File: src/rtl/grey_pkg.sv
// rtl/grey_pkg.sv - Shared types and helpers for the Gray-count receiver
package grey_pkg;

  localparam int CNT_W = 5;

  typedef enum logic [1:0] {
    ST_IDLE = 2'd0,
    ST_ARM  = 2'd1,
    ST_RUN  = 2'd2
  } grey_state_e;

  // Binary bit i is the XOR of all Gray bits at or above i.
  function automatic logic [31:0] gray2bin(input logic [31:0] g);
    logic [31:0] b;
    for (int i = 0; i < 32; i++) begin
      b[i] = ^(g >> i);
    end
    return b;
  endfunction

  function automatic logic [5:0] popcount(input logic [31:0] v);
    logic [5:0] n;
    n = '0;
    for (int i = 0; i < 32; i++) begin
      n = n + 6'(v[i]);
    end
    return n;
  endfunction

endpackage

File: src/rtl/grey_sync.sv
// rtl/grey_sync.sv - Bitwise two-flop synchroniser for an asynchronous bus
module grey_sync #(
  parameter int W = 5
) (
  input  logic         i_clk,
  input  logic         i_rst,
  input  logic [W-1:0] i_d,
  output logic [W-1:0] o_q
);

  logic [W-1:0] meta;

  // Two-stage capture; Gray coding keeps each sample within one step of the source.
  always_ff @(posedge i_clk or posedge i_rst) begin
    if (i_rst) begin
      meta <= '0;
      o_q  <= '0;
    end else begin
      meta <= i_d;
      o_q  <= meta;
    end
  end

endmodule

File: src/rtl/grey_rx.sv
// rtl/grey_rx.sv - Gray-count receiver: sync, decode, windowed step count with valid/ready result
// Optional build macro GREYRX_ERRCNT_EN adds the per-window errored-sample counter on o_errcnt.
module grey_rx
  import grey_pkg::*;
#(
  parameter int pCNT_W = CNT_W,
  parameter int pACC_W = 16,
  parameter int pWIN   = 1024
) (
  input  logic              i_clk,
  input  logic              i_rst,
  input  logic              i_en,
  input  logic [pCNT_W-1:0] i_grey,
  output logic              o_valid,
  input  logic              i_ready,
  output logic [pACC_W-1:0] o_count,
  output logic              o_sat,
  output logic              o_err,
  output logic              o_ovr,
  output logic [7:0]        o_errcnt
);

  localparam int SUM_W = ((pACC_W > pCNT_W) ? pACC_W : pCNT_W) + 1;
  localparam int WIN_W = $clog2(pWIN);
  localparam logic [WIN_W-1:0] WIN_LAST = WIN_W'(pWIN - 1);
  localparam logic [SUM_W-1:0] ACC_MAX  = SUM_W'({pACC_W{1'b1}});

  logic [pCNT_W-1:0] g_s, g_prev, b_cur, b_prev, delta;
  logic              step_err;
  grey_state_e       state, state_nxt;
  logic              do_clear, do_acc, do_pub;
  logic [WIN_W-1:0]  win_cnt;
  logic [pACC_W-1:0] acc, acc_nxt;
  logic [SUM_W-1:0]  sum;
  logic              acc_sat, acc_err, sat_nxt, err_nxt;
  logic [7:0]        ecnt_nxt;

  grey_sync #(.W(pCNT_W)) u_sync (
    .i_clk (i_clk),
    .i_rst (i_rst),
    .i_d   (i_grey),
    .o_q   (g_s)
  );

  assign b_cur    = pCNT_W'(gray2bin(32'(g_s)));
  assign delta    = b_cur - b_prev;
  assign step_err = (popcount(32'(g_s ^ g_prev)) > 6'd1);
  assign sum      = SUM_W'(acc) + SUM_W'(delta);
  assign acc_nxt  = (sum > ACC_MAX) ? '1 : pACC_W'(sum);
  assign sat_nxt  = acc_sat | (sum > ACC_MAX);
  assign err_nxt  = acc_err | step_err;

`ifdef GREYRX_ERRCNT_EN
  logic [7:0] ecnt;

  assign ecnt_nxt = (step_err && ecnt != 8'hFF) ? ecnt + 8'd1 : ecnt;

  // Errored-sample tally for the open window, restarted with the accumulator.
  always_ff @(posedge i_clk or posedge i_rst) begin
    if (i_rst) begin
      ecnt <= '0;
    end else if (do_clear || do_pub) begin
      ecnt <= '0;
    end else if (do_acc) begin
      ecnt <= ecnt_nxt;
    end
  end
`else
  assign ecnt_nxt = 8'd0;
`endif

  // Previous sample tracks every cycle so windows abut without losing a step.
  always_ff @(posedge i_clk or posedge i_rst) begin
    if (i_rst) begin
      g_prev <= '0;
      b_prev <= '0;
    end else begin
      g_prev <= g_s;
      b_prev <= b_cur;
    end
  end

  // FSM state register.
  always_ff @(posedge i_clk or posedge i_rst) begin
    if (i_rst) state <= ST_IDLE;
    else       state <= state_nxt;
  end

  // Next state and per-cycle window actions; dropping i_en abandons the window.
  always_comb begin
    state_nxt = state;
    do_clear  = 1'b0;
    do_acc    = 1'b0;
    do_pub    = 1'b0;
    case (state)
      ST_IDLE: if (i_en) state_nxt = ST_ARM;
      ST_ARM: begin
        if (!i_en) state_nxt = ST_IDLE;
        else begin
          do_clear  = 1'b1;
          state_nxt = ST_RUN;
        end
      end
      ST_RUN: begin
        if (!i_en) state_nxt = ST_IDLE;
        else begin
          do_acc = 1'b1;
          do_pub = (win_cnt == WIN_LAST);
        end
      end
      default: state_nxt = ST_IDLE;
    endcase
  end

  // Window counter and saturating accumulator; the last cycle hands off and restarts.
  always_ff @(posedge i_clk or posedge i_rst) begin
    if (i_rst) begin
      win_cnt <= '0;
      acc     <= '0;
      acc_sat <= 1'b0;
      acc_err <= 1'b0;
    end else if (do_clear || do_pub) begin
      win_cnt <= '0;
      acc     <= '0;
      acc_sat <= 1'b0;
      acc_err <= 1'b0;
    end else if (do_acc) begin
      win_cnt <= win_cnt + 1'b1;
      acc     <= acc_nxt;
      acc_sat <= sat_nxt;
      acc_err <= err_nxt;
    end
  end

  // Result registers: publish when the slot is free or being emptied, else flag the drop.
  always_ff @(posedge i_clk or posedge i_rst) begin
    if (i_rst) begin
      o_valid  <= 1'b0;
      o_count  <= '0;
      o_sat    <= 1'b0;
      o_err    <= 1'b0;
      o_errcnt <= '0;
      o_ovr    <= 1'b0;
    end else if (do_pub) begin
      if (!o_valid || i_ready) begin
        o_valid  <= 1'b1;
        o_count  <= acc_nxt;
        o_sat    <= sat_nxt;
        o_err    <= err_nxt;
        o_errcnt <= ecnt_nxt;
      end else begin
        o_ovr <= 1'b1;
      end
    end else if (o_valid && i_ready) begin
      o_valid <= 1'b0;
    end
  end

endmodule

File: config.mk
export PLATFORM = sky130hd
export DESIGN_NAME = grey_rx
export DESIGN_NICKNAME = d
export VERILOG_FILES = /design/src/rtl/grey_pkg.sv /design/src/rtl/grey_sync.sv /design/src/rtl/grey_rx.sv
export SDC_FILE = /design/constraint.sdc
export NUM_CORES = 1
export LEC_CHECK = 0
export ABC_AREA = 1
export CORE_MARGIN = 8
export CORE_UTILIZATION = 28
export CTS_CLUSTER_DIAMETER = 60
export DETAILED_ROUTE_END_ITERATION = 8
export PLACE_DENSITY = 0.44
export SKIP_CTS_REPAIR_TIMING = 1
export SLEW_MARGIN = 20
export SYNTH_ARGS = -nofsm -noshare
export SYNTH_HDL_FRONTEND = slang
export SYNTH_SLANG_ARGS = --single-unit
export TNS_END_PERCENT = 100
File: constraint.sdc
create_clock -name i_clk -period 3.9 [get_ports i_clk]
set_clock_uncertainty 0.1 [all_clocks]
set_input_delay 0.78 -clock i_clk [delete_from_list [all_inputs] [get_ports i_clk]]
set_output_delay 0.78 -clock i_clk [all_outputs]
set_load 0.01 [all_outputs]
Word level (Yosys, flattened, before mapping)
Cells that the tools add are included.
{"block": "totals", "input_bits": 9, "elab_cells": 97, "out_inout_bits": 28, "regBits": 70}
{"block": "op_classes", "magnitude_cmp": 2, "eq_ne": 6, "n_reduce_logical": 16, "add_sub_neg": 34, "mux": 21, "n_bitwise": 4}
{"cell": "parity 32 bit", "n": 5}
{"cell": "adder 6 x 1 -> 6 bit (second input constant)", "n": 26}
{"cell": "2-to-1 mux 16 bit", "n": 3}
{"cell": "2-to-1 mux 10 bit", "n": 2}
{"cell": "adder 16 x 5 -> 17 bit", "n": 1}
{"cell": "greater-than comparator 17 x 16 -> 1 bit (second input constant)", "n": 1}
{"cell": "2-to-1 mux 1 bit", "n": 12}
{"cell": "adder 10 x 1 -> 10 bit (second input constant)", "n": 1}
{"cell": "equality test 10 bit (second input constant)", "n": 1}
{"cell": "AND reduction 2 bit", "n": 4}
{"cell": "adder 5 x 1 -> 6 bit (second input constant)", "n": 1}
{"cell": "greater-than comparator 6 x 1 -> 1 bit (second input constant)", "n": 1}
{"cell": "2-to-1 mux 2 bit", "n": 3}
{"cell": "one-hot mux 2 bit (3 select lines)", "n": 1}
{"cell": "adder 4 x 1 -> 5 bit", "n": 1}
{"cell": "subtractor 5 bit", "n": 1}
{"cell": "XOR 5 bit", "n": 1}
{"cell": "adder 3 x 1 -> 4 bit", "n": 1}
{"cell": "!= test 2 bit (second input constant)", "n": 2}
{"cell": "nonzero test 2 bit", "n": 2}
{"cell": "adder 2 x 1 -> 3 bit", "n": 1}
{"cell": "adder 1 x 1 -> 2 bit", "n": 1}
{"cell": "equality test 2 x 1 -> 1 bit (second input constant)", "n": 1}
{"cell": "equality test 2 bit (second input constant)", "n": 1}
{"cell": "7 further kinds", "n": 9}

Longest topological paths before layout
{"block": "logic_depth", "ltp_word": 36, "mapped_depth": 18, "mapped_depth_nobuf": 18}

Hierarchy
From an unflattened synthesis, not the netlist that was laid out.
{"block": "hier_totals", "hier_cells": 447, "hier_area_um2": 3644.7}
{"module": "grey_rx", "n_inst": 1, "cells_each": 436, "area_per_inst_um2": 3390.8, "seq_area_each_um2": 1476.4}
{"module": "grey_sync", "n_inst": 1, "cells_each": 11, "area_per_inst_um2": 254.0, "seq_area_each_um2": 250.2}

Worst setup path before layout
Ideal clock, no wire load.
{"block": "synth_timing", "kind": "reg2reg", "startpoint": "register u_sync.o_q[4]", "endpoint": "register o_count[2]", "setup_ns": 0.117, "t_arrival_ns": 3.029, "path_stages_with_launch": 19, "t_required_ns": 3.683, "n_path_buf": 0, "slack_ns": 0.654, "cell_sequence": "dfrtp_1 -> xor2_2 -> xor2_2 -> xor2_2 -> ha_1 -> fa_1 -> o21ai_0 -> xnor2_1 -> ha_1 -> nand2_1 -> inv_1 -> nand2_1 -> inv_1 -> nand2_1 -> nand2_1 -> nand2_2 -> o21ai_0 -> nand2_1 -> nand2_1"}
{"block": "synth_between", "elab_chain_cells": 5, "word_cells_on_any_way": 9, "cone_classes": "add/sub: 2; order compare: 1; mux: 1; reduce/logical: 5"}
{"item": "start: declaration", "line_no": "grey_sync.sv:8", "source": "output logic [W-1:0] o_q"}
{"item": "start signal: assignment", "line_no": "grey_sync.sv:20", "source": "o_q <= meta;"}
{"item": "parity 32 bit", "line_no": "grey_pkg.sv:16", "source": "b[i] = ^(g >> i);"}
{"item": "net b_cur[3]", "line_no": "grey_rx.sv:28", "source": "logic [pCNT_W-1:0] g_s, g_prev, b_cur, b_prev, delta;"}
{"item": "subtractor 5 bit", "line_no": "grey_rx.sv:46", "source": "assign delta = b_cur - b_prev;"}
{"item": "adder 16 x 5 -> 17 bit", "line_no": "grey_rx.sv:48", "source": "assign sum = SUM_W'(acc) + SUM_W'(delta);"}
{"item": "greater-than comparator 17 x 16 -> 1 bit", "line_no": "grey_rx.sv:49", "source": "assign acc_nxt = (sum > ACC_MAX) ? '1 : pACC_W'(sum);"}
{"item": "2-to-1 mux 16 bit", "line_no": "grey_rx.sv:49"}
{"item": "end signal: assignment", "line_no": "grey_rx.sv:147", "source": "o_count <= acc_nxt;"}
{"item": "end: declaration", "line_no": "grey_rx.sv:16", "source": "output logic [pACC_W-1:0] o_count,"}
The timed path passes the listed nets, and every way through them passes these cells.
A chain may end at the register's enable or synchronous reset.

Worst setup path in the final report
{"block": "layout_timing", "startpoint": "register u_sync.o_q[3]", "endpoint": "register acc[8]"}
{"block": "layout_between", "elab_chain_cells": 7, "word_cells_on_any_way": 10, "cone_classes": "add/sub: 2; order compare: 1; mux: 3; reduce/logical: 4"}
{"item": "parity 32 bit (*)", "line_no": "grey_pkg.sv:16"}
{"item": "net b_cur[3]", "line_no": "grey_rx.sv:28"}
{"item": "subtractor 5 bit (*)", "line_no": "grey_rx.sv:46"}
{"item": "adder 16 x 5 -> 17 bit (*)", "line_no": "grey_rx.sv:48"}
{"item": "greater-than comparator 17 x 16 -> 1 bit", "line_no": "grey_rx.sv:49"}
{"item": "2-to-1 mux 16 bit (*)", "line_no": "grey_rx.sv:49"}
{"item": "2-to-1 mux 16 bit (*)", "line_no": "grey_rx.sv:127", "source": "end else if (do_acc) begin"}
{"item": "2-to-1 mux 16 bit (*)", "line_no": "grey_rx.sv:122", "source": "end else if (do_clear || do_pub) begin"}
{"item": "end signal: assignment", "line_no": "grey_rx.sv:129", "source": "acc <= acc_nxt;"}
{"item": "end: declaration", "line_no": "grey_rx.sv:33", "source": "logic [pACC_W-1:0] acc, acc_nxt;"}
Mark *: on every way through the listed nets, which the timed path passes. The rest lies on a longest branch. The select of a mux whose other input is x is not followed.

==> metrics.md <==
| Metric | Value |
|---|---|
| Longest Clk Path Bufs | 2 |
| Hold WC Path Type | register to register |
| Pleak | 2.265 nW |
| Io pins | 37 |
| Vias in the first global route | 2,947 |
| Critical path depth | 18 |
| DIE HEIGHT | 130.5 um |
| FFs w/ async S/R, synth | 100.0% |
| WS Path Type | register to register |
| Initial DRT Pass Iterations | 6 |
| Final Core Density | 33.90% |
| Worst slew pin tran | 0.5550 ns |
| Synth top area cells | dfrtp_1, nand2_1, nand3_1 |
| Antenna violations before repair | 0 |
| Sequential-to-total area share from yosys stat | 47.00% |
| Drt total wl | 8232 um |
| Synth unique cells | 30 |
| Final slew viol count | 0 |
| Most used cell, CP | nand2_1 |
| CP top delay family | adder cells |
| Synth top area share | 47.00% |
| Sequential cell area | 0.001727 mm^2 |
| Highest Clock Rate | 0.2821 GHz |
| H-Tree Depth | 3 |
| Core Region | 0.01303 mm^2 |
| Worst stage delay on the critical path | 0.43 ns |
| Synth Warn # | 0 |
| Count leader, synth | nand2_1 |
| Post-route minimum period | 3.545 ns |
| PnR worst setup slack | 0.3547 ns |
| Grt total ovfl | 0 |
| First-pass GRT wire length | 14,130 um |
| Number of max-cap violations | 0 |
| Via-to-Cell Ratio | 4.230 |
| Buf/Inv on CP | 2 |
| Diodes inserted | 0 |
| Worst setup SP type | register |
| Fin nets | 506 |
| Final setup viols | 0 |
| GP Congestion | 0.8319 |
| CTS tree | yes |
| Gr usage total | 10.83% |
| CP arrival | 3.66 ns |
| RSZ-0062 raised after global routing | no |
| Rows | 42 |
| Cell accounting for the most synthesized area | dfrtp_1 |
| Setup total negative slack | 0 ns |
| DR vias | 2,809 |
| Area of the multi-input gates | 0.001659 mm^2 |
| Fin crit share | 90.91% |
| R2r worst-path depth | 18 |
| Detail Route Antenna Nets | 0 |
| Main synth FF type | dfrtp_1 |
| Pre-CTS WS | 0.2188 ns |
| PortBufs | 28 |
| Most instantiated cells after synthesis | nand2_1, dfrtp_1, inv_1 |
| Status | finished, final reports clean |
| Worst vdd ir | 0.2782 mV |
| Clock Sinks | 69 |
| Layout cell share with drive strength beyond 1 | 9.221% |
| Largest net degree at the start of global routing | 28 |
| Die area | 0.01704 mm^2 |
| Placed instance count | 645 |
| Die W | 130.5 um |
| Syn Std Cell Area | 0.003674 mm^2 |
| Tot Pwr | 2.162 mW |
| Fill count | 1,409 |
| Final Hold Fails | 0 |
| DRC | 0 |
| Routed WL per cell | 12.40 um |
| Worst hold path cell count | 0 |
| Final std cells w/o fill | 664 |
| Number of flops mapped to enable cells by yosys | 0 |
| Slowest CP cell | dfrtp_1 |
| DP Wirelength | 6024 um |
| Worst-skew pair later-pin latency | 0.34 ns |
| Worst setup EP type | register |
| TritonCTS Buffers | 9 |
| Number of synthesized register bits | 69 |
| Synthesized area per cell | 8.237 um^2 |
| Post-Synthesis Cells | 446 |
| Initial Utilization | 28.19% |
| CP cell instances | xor2_2 -> xor2_2 -> xor2_2 -> ha_1 -> fa_1 -> o21ai_0 -> xnor2_1 -> ha_1 -> nand2_1 -> inv_1 -> nand2_1 -> inv_1 -> nand2_1 -> nand2_1 -> nand2_4 -> nand3_1 -> nand2_1 -> o21ai_0 |
| Max transition margin | 62.87% |
| Clk pin slew, worst setup/hold paths | 0.06 ns |
| Initial DRC count | 195 |
| Critical-path maximum fanout | 9 |
| CTS Root Cell | clkbuf_16 |
| Layout area overhead | 20.27% |
| PD cells | 489.5 mW/mm^2 |
| Crit path required time | 4.02 ns |
-- cell type report --
type                    count  area share, %
clock buffers               9          5.098
flip-flops and latches     69          39.08
repair buffers             34          7.363
inverters                  54          4.588
clock inverters             7          1.331
well taps                 176          4.984
multi-input cells         315          37.55
-- flip-flops by register name, summed over array words and instances, names as in the netlist --
| signal | flops |
|---|---|
| acc | 16 |
| o_count | 16 |
| win_cnt | 10 |
| b_prev | 5 |
| u_sync.meta | 5 |
| u_sync.o_q | 5 |
| g_prev | 4 |
| state | 2 |
| acc_err | 1 |
| acc_sat | 1 |
| o_err | 1 |
| o_ovr | 1 |
| o_sat | 1 |
| o_valid | 1 |
-- metrics by stage --
step	hold slack [ns]	area, um^2
after global placement	0.2323	4106
after floorplan	0.2312	3700
final	0.2472	4418
after global routing	0.2524	4418
after CTS	0.2504	4390
after detailed placement	0.2363	4106
-- power breakdown --
part / leakage (nW) / total [mW] / switching, mW / internal, mW
combinational: 1.23 / 0.568 / 0.355 / 0.214
sequential: 0.907 / 0.825 / 0.0469 / 0.778
clock: 0.133 / 0.769 / 0.332 / 0.437
total: 2.27 / 2.16 / 0.733 / 1.43
-- layout by cell type (no fill, tap or decap), types with 4 or more instances in the layout --
master	instances
conb_1	8
xor2_1	7
inv_1	50
clkbuf_16	9
clkdlybuf4s50_1	28
ha_1	11
a21oi_1	10
dfrtp_1	69
buf_4	6
nor2_1	23
nand3_1	44
nor2_4	4
o21ai_0	14
nor2_2	4
inv_2	4
xnor2_1	6
nand2_1	154
nor3_1	6
-- worst register-to-register path: stages, from the launching register on --
cell and delay [ns]:
dfrtp_1 0.43, xor2_2 0.30, xor2_2 0.25, xor2_2 0.12, ha_1 0.24, fa_1 0.40, o21ai_0 0.22, xnor2_1 0.16
ha_1 0.31, nand2_1 0.11, inv_1 0.06, nand2_1 0.08, inv_1 0.04, nand2_1 0.07, nand2_1 0.11, nand2_4 0.14
nand3_1 0.12, nand2_1 0.07, o21ai_0 0.09
-- path summary, 6_finish.rpt --
check	endpoint	slack, ns	startpoint
hold / removal	u_sync.o_q[2]$_DFF_PP0_	0.25	u_sync.meta[2]$_DFF_PP0_
min in group asynchronous	acc_err$_DFFE_PP0P_	0.66	i_rst
setup / recovery	acc[8]$_DFFE_PP0P_	0.35	u_sync.o_q[3]$_DFF_PP0_
setup reg to reg	acc[8]$_DFFE_PP0P_	0.35	u_sync.o_q[3]$_DFF_PP0_
hold reg to reg	u_sync.o_q[2]$_DFF_PP0_	0.25	u_sync.meta[2]$_DFF_PP0_
max in group asynchronous	o_count[13]$_DFFE_PP0P_	2.29	i_rst
-- kinds of logic (layout without fill, tap and decap cells) --
| group | Yosys count | count (layout) | synth area share [%] |
|---|---|---|---|
| other cells | 1 | 8 | 0.1021 |
| flops | 69 | 69 | 47.00 |
| compound gates | 25 | 25 | 3.474 |
| simple gates | 252 | 252 | 30.93 |
| buf+inv | 69 | 104 | 8.685 |
| xor+xnor | 16 | 16 | 4.428 |
| fa+ha+maj | 14 | 14 | 5.381 |
-- per-layer routing --
metal	wire length [um]	GRT usage (%)
met1	3862	12.69
met2	3832	17.49
met3	460	4.424
met4	76	3.984
met5	0	0
No activity file was read; power rests on OpenSTA's default activity.
